File: src/rtl/pipelined_adder_tree.sv
// Pipelined signed reduction tree (one register per level) with valid/ready flow control and a
// post-tree group accumulator. Define ADDER_TREE_SAT_EN for saturating accumulation with out_ovf.

module adder_tree_node #(
  parameter int W = 16
) (
  input  logic         clk,
  input  logic         rst,
  input  logic         en,
  input  logic [W-1:0] a,
  input  logic [W-1:0] b,
  output logic [W:0]   sum
);
  always_ff @(posedge clk or posedge rst)
    if (rst)     sum <= '0;
    else if (en) sum <= {a[W-1], a} + {b[W-1], b};
endmodule

module pipelined_adder_tree #(
  parameter int N_IN  = 16,
  parameter int IN_W  = 16,
  parameter int OUT_W = 32
) (
  input  logic                 clk,
  input  logic                 rst,
  input  logic [N_IN*IN_W-1:0] in_data,
  input  logic                 in_last,
  input  logic                 in_valid,
  output logic                 in_ready,
  output logic [OUT_W-1:0]     out_data,
  output logic                 out_valid,
  input  logic                 out_ready,
  output logic                 out_ovf
);
  localparam int LEVELS = $clog2(N_IN);
  localparam int TW     = IN_W + LEVELS;

  if (N_IN < 2 || (1 << LEVELS) != N_IN) begin : g_chk_n
    $error("N_IN must be a power of 2 and >= 2");
  end
  if (OUT_W < TW) begin : g_chk_w
    $error("OUT_W must be >= IN_W + clog2(N_IN)");
  end

  logic              stall;
  logic [LEVELS:1]   vld_r, last_r;
  logic [LEVELS:0]   vld_pipe, last_pipe;

  assign stall     = out_valid & ~out_ready;
  assign in_ready  = ~stall;
  assign vld_pipe  = {vld_r, in_valid};
  assign last_pipe = {last_r, in_last};

  // Bubbles travel with the beats; everything freezes on a stall.
  always_ff @(posedge clk or posedge rst)
    if (rst) begin
      vld_r  <= '0;
      last_r <= '0;
    end else if (!stall) begin
      vld_r  <= vld_pipe[LEVELS-1:0];
      last_r <= last_pipe[LEVELS-1:0];
    end

  for (genvar k = 0; k <= LEVELS; k++) begin : lvl
    localparam int NO = N_IN >> k;
    localparam int W  = IN_W + k;
    logic [NO*W-1:0] q;
    if (k == 0) begin : g_in
      assign q = in_data;
    end else begin : g_add
      for (genvar i = 0; i < NO; i++) begin : g_node
        adder_tree_node #(.W(W-1)) u_node (
          .clk (clk),
          .rst (rst),
          .en  (!stall && vld_pipe[k-1]),
          .a   (lvl[k-1].q[2*i*(W-1) +: W-1]),
          .b   (lvl[k-1].q[(2*i+1)*(W-1) +: W-1]),
          .sum (q[i*W +: W])
        );
      end
    end
  end

  logic signed [TW-1:0]    tree;
  logic signed [OUT_W-1:0] tree_ext, acc, nxt;

  assign tree     = lvl[LEVELS].q;
  assign tree_ext = OUT_W'(tree);

`ifdef ADDER_TREE_SAT_EN
  logic signed [OUT_W:0] wide;
  logic                  sat, ovf_acc;

  assign wide = (OUT_W+1)'(acc) + (OUT_W+1)'(tree_ext);
  assign sat  = wide[OUT_W] ^ wide[OUT_W-1];

  always_comb begin
    nxt = wide[OUT_W-1:0];
    if (sat) nxt = wide[OUT_W] ? {1'b1, {(OUT_W-1){1'b0}}} : {1'b0, {(OUT_W-1){1'b1}}};
  end

  always_ff @(posedge clk or posedge rst)
    if (rst) begin
      ovf_acc <= 1'b0;
      out_ovf <= 1'b0;
    end else if (!stall && vld_pipe[LEVELS]) begin
      if (last_pipe[LEVELS]) begin
        out_ovf <= ovf_acc | sat;
        ovf_acc <= 1'b0;
      end else begin
        ovf_acc <= ovf_acc | sat;
      end
    end
`else
  assign nxt     = acc + tree_ext;
  assign out_ovf = 1'b0;
`endif

  // A closing beat publishes the group sum and restarts acc in the same cycle.
  always_ff @(posedge clk or posedge rst)
    if (rst) begin
      acc       <= '0;
      out_data  <= '0;
      out_valid <= 1'b0;
    end else if (!stall) begin
      out_valid <= 1'b0;
      if (vld_pipe[LEVELS]) begin
        if (last_pipe[LEVELS]) begin
          out_data  <= nxt;
          out_valid <= 1'b1;
          acc       <= '0;
        end else begin
          acc <= nxt;
        end
      end
    end
endmodule

File: config.mk
export PLATFORM = sky130hd
export DESIGN_NAME = pipelined_adder_tree
export DESIGN_NICKNAME = d
export VERILOG_FILES = /design/src/rtl/pipelined_adder_tree.sv
export SDC_FILE = /design/constraint.sdc
export NUM_CORES = 1
export LEC_CHECK = 0
export ABC_AREA = 1
export BUFFER_PORTS_ARGS = -buffer_cell sky130_fd_sc_hd__buf_2
export CORE_AREA = 2 2 219 221
export DETAILED_ROUTE_END_ITERATION = 6
export DIE_AREA = 0 0 221 223
export PLACE_DENSITY = 0.79
export SETUP_SLACK_MARGIN = 0.1
export SYNTH_ARGS = -nofsm -noshare
export SYNTH_HDL_FRONTEND = slang
export SYNTH_SLANG_ARGS = --single-unit
File: constraint.sdc
create_clock -name clk -period 16.73 [get_ports clk]
set_input_delay 4.1825 -clock clk [delete_from_list [all_inputs] [get_ports clk]]
set_output_delay 4.1825 -clock clk [all_outputs]
set_load 0.005 [all_outputs]
; ---- Word-level counts from Yosys, hierarchy flattened
; Cells that the tools add are included.
[word_totals]
in_bits = 261
wordCells = 49
register_bits = 339
out_inout_bits = 35
[op_classes]
bitwise = 3
n_reduce_logical = 7
muxes = 3
add_sub_neg = 16
[op_table]
columns = operator, count
row1 = adder 16 x 16 -> 17 bit, 8
row2 = adder 17 x 17 -> 18 bit, 4
row3 = adder 18 x 18 -> 19 bit, 2
row4 = adder 32 x 20 -> 32 bit, 1
row5 = two-way mux 32 bit, 1
row6 = adder 19 x 19 -> 20 bit, 1
row7 = logical AND 1 bit, 4
row8 = AND reduction 3 bit, 1
row9 = two-way mux 1 bit, 2
row10 = NOT 1 bit, 2
row11 = AND reduction 2 bit, 1
row12 = bitwise AND 1 bit, 1
row13 = zero test 1 bit, 1

; ---- Depth between registers and ports, before layout
; Gate-level depths: netlist of run 1.
[logic_depth]
ltp_word = 4
ltp_mapped = 14

; ---- Cells and area by module
; From an unflattened synthesis of run 1, not the netlist that was laid out.
[hier_totals]
cells_unflattened = 4640
hier_area_um2 = 29887.4
[by_module_without_submodules]
columns = module, seq_area_each_um2, cells_per_inst, area_each_um2, instances
row1 = adder_tree_node (lvl[1].g_add.g_node[0].u_node ...), 425.4, 261, 1630.3, 5
row2 = adder_tree_node (lvl[2].g_add.g_node[0].u_node ...), 450.4, 239, 1589.0, 4
row3 = pipelined_adder_tree, 1826.8, 775, 5099.9, 1
row4 = adder_tree_node (lvl[3].g_add.g_node[0].u_node ...), 475.5, 264, 1709.1, 2
row5 = adder_tree_node (lvl[1].g_add.g_node[1].u_node ...), 425.4, 261, 1660.3, 2
row6 = adder_tree_node (lvl[4].g_add.g_node[0].u_node), 500.5, 293, 1908.1, 1
row7 = adder_tree_node (lvl[1].g_add.g_node[3].u_node), 425.4, 261, 1632.8, 1

; ---- Worst setup path before layout of run 1
; OpenSTA, ideal clock, no wires.
[synth_timing]
path_kind = input to output
from = input port out_ready
to = output port in_ready
t_arrival_ns = 4.622
path_stages = 3
setup_slack_ns = 7.925
cell_sequence = nor2_8 > inv_2 > clkbuf_1
[synth_between]
elab_chain_len = 3
[synth_rtl]
columns = item, line_no
row1 = from (decl), 32  ; input logic out_ready,
row2 = NOT 1 bit, 49  ; assign stall = out_valid & ~out_ready;
row3 = bitwise AND 1 bit, 49
row4 = NOT 1 bit (no source line), -
row5 = to (decl), 29  ; output logic in_ready,
; Every way passes these cells.

; ---- Worst setup path after layout of run 1
; Ends and elaborated chain as after synthesis.

==> flow_metrics.py, run 1 <==
metrics = {
    "power": {
        "ir_drop_v": 0.000126,
        "leakagePower_nw": 17.0,
        "p_per_area_nw_per_um2": 179,
        "report.power.total_mw": 5.58,
    },
    "finish": {
        "n_fill_cell": 4272,
        "syn2layout_area_growth_pct": 11.8,
        "final_layout_size_suffix_gt1_share_pct": 9.55,
        "final_common_cell": "nand2_1",
        "multi_input_area_sq_um": 17400,
        "finalNetCount": 4909,
        "most-common-layout-cells": "nand2_1 (1436), inv_1 (406), nand3_1 (377), dfrtp_1 (339), buf_2 (294)",
        "seq_area_sq_um": 8480,
    },
    "sta": {
        "fin_setup_tns_ns": 0,
        "skew_ns": 0.0147,
        "final_hold_viol_count": 0,
        "drv_slew": 0,
        "rsz0062_at_grt": "no",
        "worst_pin_slew_ns": 1.12,
        "maxSlewHeadroom_pct": 25.1,
        "fmax_mhz": 110,
        "period_share_pct": 54.1,
        "setup_viol": 0,
        "period_needed_ns": 9.06,
    },
    "cts": {
        "cts_tree": "built",
        "cts_max_level": 2,
        "cts_buffers": 40,
        "root_buffer": "clkbuf_16",
        "cts-resized-gates": 0,
        "cts_hold_buffers": 0,
        "cts_sinks": 339,
        "post-cts-setup-buffers": 0,
        "clockBufferDepth": 3,
        "cts.clk_slew.worst_paths_ns": 0.05,
        "insertion_delay_ns": 0.56,
    },
    "route": {
        "routed_wl_mm": 69.2,
        "dr.pass1.iters": 7,
        "postRouteAntennaNets": 0,
        "vias": 26800,
        "drt_iter0_drc": 1734,
        "wl_per_cell_um": 13.9,
        "vias_per_cell": 5.36,
        "drcViolationCount": 5,
    },
    "floorplanning": {
        "die-height_um": 223,
        "dieArea_sq_um": 49300,
        "die_w_um": 221,
        "start_util_pct": 59.1,
        "rows": 80,
        "num_io_pins": 296,
        "core-area_sq_um": 47100,
    },
    "setup_path": {
        "end_kind": "primary output",
        "start_kind": "primary input",
        "crit_required_ns": 12.55,
        "path_max_fanout": 11,
        "worstSetupPathType": "in -> out",
        "critPathArrivalTime_ns": 4.88,
    },
    "placed_design": {
        "dp_hpwl_mm": 54.8,
        "numPortBuffers": 294,
        "routabilityCongestion": 0.966,
    },
    "logic_synthesis": {
        "synth-edff-count": 0,
        "netlist_area_sq_um": 27900,
        "ys.warnings.count": 0,
        "synth_top_cell_area_share_pct": 30.5,
        "synthesis.nets": 4633,
        "netlist-cell-type-count": 41,
        "synth_area_per_cell_sq_um": 6.84,
        "synthFlopType": "dfrtp_1",
        "ys_seq_area_share_pct": 30.5,
        "synth_seq_cells": 339,
        "post-synth-top-area-cell": "dfrtp_1",
        "synth_cells": 4074,
        "synth-async-reset-ratio_pct": 100,
        "synth_area_leaders": "dfrtp_1 (30%), nand2_1 (19%), ha_1 (13%)",
    },
    "grt": {
        "antenna_found_initial": 1,
        "overflow": 0,
        "grt_pass1_wl_mm": 118,
        "grt_max_degree": 139,
        "grt_pass1_vias": 24900,
        "grtUsageTotal_pct": 28.1,
    },
    "worst_hold_path": {
        "hold_path_class": "reg -> reg",
    },
    "run_status": {
        "status": "finished with violations",
        "violations": "DRC",
    },
    "job": {
        "drv_cap": 0,
    },
}
==> final cells by class <==
type / instances / area share (%)
repair buffers: 302 / 4.96
well taps: 615 / 2.47
clock buffers: 52 / 3.62
clock inverters: 17 / 0.763
inverters: 418 / 5.07
flip-flops and latches: 339 / 27.2
diodes: 1 / 0.00803
multi-input cells: 3249 / 55.9
==> sequential cells by signal, indices dropped and copies added, names as in the netlist <==
| register | count |
|---|---|
| out_valid | 1 |
| lvl.g_add.g_node.u_node.sum | 266 |
| acc | 32 |
| vld_r | 4 |
| last_r | 4 |
| out_data | 32 |
==> cell families after synthesis <==
family          Yosys count  share of synthesized area [%]
compound gates          618                           11.9
simple gates           2220                           33.2
xor+xnor                112                           3.52
flops                   339                           30.5
fa+ha+maj               298                           13.8
other cells               1                         0.0135
buf+inv                 486                           7.06
==> cells in the mapped netlist (28+ instances only) <==
cell type	number
a21oi_1	291
nand3b_1	39
o21ai_0	200
ha_1	282
nor3_1	28
buf_2	35
dfrtp_1	339
xor2_1	51
inv_1	407
nand2_1	1436
xnor2_1	61
o21bai_1	36
nor2_1	251
nand3_1	377
o21ai_1	34
nand4_1	35
==> power breakdown <==
group	leakage [nW]	internal (mW)	total [mW]	switching [mW]
sequential	4.14	1.17	1.43	0.256
combinational	12.2	1.19	3.25	2.06
clock	0.668	0.553	0.905	0.352
==> per-stage QoR <==
| stage | utilization, % | hold slack [ns] | setup slack, ns | area, sq um | cells |
|---|---|---|---|---|---|
| detailed placement | 63.2 | 0.454 | 7.66 | 29800 | 4923 |
| CTS | 66.1 | 0.467 | 7.66 | 31100 | 4992 |
| global route | 66.1 | 0.501 | 7.63 | 31100 | 4993 |
| global placement | 63.2 | 0.451 | 7.68 | 29800 | 4923 |
| finish | 66.1 | 0.468 | 7.67 | 31100 | 4993 |
| floorplan | - | 0.442 | 3.15 | 27900 | 4074 |
==> worst paths after layout <==
path | start | to | slack (ns) | depth (start not counted)
setup / recovery | out_ready | in_ready | 7.67 | 4
hold / removal | last_r[1] | last_r[2] | 0.47 | 2
setup reg to reg | out_valid | lvl[1].g_add.g_node[7].u_node.sum[8] | 13.99 | 8
hold reg to reg | last_r[1] | last_r[2] | 0.47 | 2
max in group asynchronous | rst | lvl[1].g_add.g_node[2].u_node.sum[4] | 11.43 | 3
min in group asynchronous | rst | last_r[3] | 3.83 | 2
==> layer usage <==
layer	routed length [um]	GRT usage (%)	up-vias	part of all wire, %
met2	30600	44.8	643	44
met1	34000	41.3	12100	49
met4	1350	7.06	0	1.9
met5	0	0	-	0
met3	3260	2.55	89	4.7
li1	-	-	13900	-
==> worst max-delay path, cell delays in order <==
cell and delay [ns]:
buf_2 0.14, nor2_8 0.24, inv_2 0.16, buf_2 0.16
No activity file was read; power rests on OpenSTA's default activity.
==> run 2: changes to the inputs <==
==> constraint.sdc (replaced) <==
create_clock -name clk -period 9.2 [get_ports clk]
set_input_delay 2.3 -clock clk [delete_from_list [all_inputs] [get_ports clk]]
set_output_delay 2.3 -clock clk [all_outputs]
set_load 0.005 [all_outputs]
==> run 2 against run 1 <==
Net effect:
- the flow now finishes without violations
- sequential cell count did not move
- first-iteration DRC count rose by 4.5%
- power rose by 83%
- combinational power rose by 82%
- hold slack got worse by 0.00066 ns
- worst setup slack got worse by 3.8 ns
- routed wire length barely moved
- count of clock-buffer cells in the layout fell by 1
- clock skew rose by 0.0066 ns
- final cell count barely moved
- via count rose by 0.30%
- clock power rose by 90%
- critical endpoint unchanged
- largest cell class unchanged
- largest power group unchanged
==> flow_metrics.py, run 2 (synthesis gave the netlist of run 1 again) <==
metrics = {
    "run_status": {
        "status": "finished clean",
    },
    "cts": {
        "insertion_delay_ns": 0.56,
        "cts_hold_buffers": 0,
        "clockBufferDepth": 3,
        "cts_sinks": 339,
        "cts.clk_slew.worst_paths_ns": 0.06,
        "cts-resized-gates": 0,
        "cts_tree": "built",
        "root_buffer": "clkbuf_16",
        "post-cts-setup-buffers": 0,
        "cts_max_level": 2,
        "cts_buffers": 40,
    },
    "route": {
        "postRouteAntennaNets": 0,
        "dr.pass1.iters": 7,
        "wl_per_cell_um": 13.9,
        "drcViolationCount": 0,
        "drt_iter0_drc": 1812,
        "routed_wl_mm": 69.2,
        "vias": 26900,
        "vias_per_cell": 5.38,
    },
    "setup_path": {
        "critPathArrivalTime_ns": 2.98,
        "worstSetupPathType": "in -> out",
        "path_max_fanout": 11,
        "end_kind": "primary output",
        "crit_required_ns": 6.90,
        "start_kind": "primary input",
    },
    "power": {
        "ir_drop_v": 0.000253,
        "report.power.total_mw": 10.2,
        "power_frac_clock_pct": 16.8,
        "p_sw_mw": 4.87,
        "p_int_mw": 5.36,
        "p_per_area_nw_per_um2": 328,
        "combinationalPowerShare_pct": 57.9,
        "swShare_pct": 47.6,
        "seqPwrFrac_pct": 25.4,
        "leakagePower_nw": 17.0,
    },
    "sta": {
        "setup_viol": 0,
        "worst_pin_slew_ns": 1.14,
        "fmax_mhz": 189,
        "final_hold_viol_count": 0,
        "period_needed_ns": 5.28,
        "rsz0062_at_grt": "no",
        "skew_ns": 0.0213,
        "maxSlewHeadroom_pct": 24.1,
        "period_share_pct": 57.4,
        "drv_slew": 0,
        "fin_setup_tns_ns": 0,
    },
    "placed_design": {
        "post_dp_cell_area_sq_um": 29800,
        "routabilityCongestion": 0.947,
        "numPortBuffers": 294,
        "dp_hpwl_mm": 54.6,
    },
    "grt": {
        "grtUsageTotal_pct": 28.1,
        "grt_pass1_vias": 24700,
        "antenna_found_initial": 1,
        "grt_max_degree": 175,
        "grt_pass1_wl_mm": 117,
        "overflow": 0,
    },
    "finish": {
        "final_common_cell": "nand2_1",
        "reg_top3": "lvl.g_add.g_node.u_node.sum x266, acc x32, out_data x32",
        "syn2layout_area_growth_pct": 12.1,
        "most-common-layout-cells": "nand2_1 (1436), inv_1 (406), nand3_1 (377), dfrtp_1 (339), buf_2 (294)",
        "top_register": "lvl.g_add.g_node.u_node.sum",
        "final_layout_size_suffix_gt1_share_pct": 9.68,
        "largest_reg_flops": 266,
        "fin_area_sq_um": 31200,
        "finalNetCount": 4909,
    },
    "floorplanning": {
        "start_util_pct": 59.1,
        "num_io_pins": 296,
        "core-area_sq_um": 47100,
        "die-height_um": 223,
        "die_w_um": 221,
        "rows": 80,
        "dieArea_sq_um": 49300,
    },
    "worst_hold_path": {
        "hold_path_class": "reg -> reg",
    },
    "job": {
        "drv_cap": 0,
    },
}
## run 2: changes by cell type in the layout (fill, tap and decap cells not counted), moves of 2 or more
cell        before  now
bufinv_16        5    7
clkinvlp_4       2    6
clkbuf_1         6    3
clkbuf_8         4    7
clkinv_4         2    0
## run 2: area by class of cell
class	instances	area (sq um)
multi-input cells	3249	17400
fillers	4320	15900
flip-flops and latches	339	8480
inverters	418	1570
repair buffers	302	1560
clock buffers	51	1130
well taps	615	769
clock inverters	21	300
diodes	1	2.50
## run 2: critical path: stages
cell	delay [ns]
buf_2	0.13
nor2_8	0.24
inv_2	0.16
buf_2	0.16
## run 2: routing by layer
layer  vias up  global-route usage, %  share of wire (%)
li1      14000                      -                  -
met1     12100                   40.9                 49
met2       695                   44.8                 44
met3       102                   2.58                5.0
met4         0                   7.79                2.3
met5         -                      0                  0
## run 2: worst paths after layout
check	end	slack [ns]	start	cells past startpoint
setup reg to reg	lvl[1].g_add.g_node[7].u_node.sum[8]	6.38	out_valid	8
setup / recovery	in_ready	3.92	out_ready	4
hold / removal	out_data[2]	0.47	out_data[2]	2
hold reg to reg	out_data[2]	0.47	out_data[2]	2
max in group asynchronous	lvl[2].g_add.g_node[2].u_node.sum[9]	5.84	rst	4
min in group asynchronous	lvl[1].g_add.g_node[0].u_node.sum[3]	1.91	rst	3
## run 2: power groups by stage
stage	Sequential (mW)	Clock [mW]	Combinational, mW
2_1_floorplan	2.43	0	4.60
3_3_place_gp	2.61	0	5.72
3_5_place_dp	2.60	0	5.85
4_1_cts	2.59	1.75	5.89
5_1_grt	2.66	1.81	6.80
6_report	2.60	1.72	5.92
## run 2: stage by stage
step / utilization, % / instances / hold slack [ns] / setup slack (ns)
6_report: 66.2 / 4996 / 0.467 / 3.92
3_5_place_dp: 63.2 / 4923 / 0.456 / 3.90
5_1_grt: 66.2 / 4996 / 0.485 / 3.86
3_3_place_gp: 63.2 / 4923 / 0.452 / 3.93
2_1_floorplan: - / 4074 / 0.442 / 2.37
4_1_cts: 66.2 / 4995 / 0.470 / 3.91
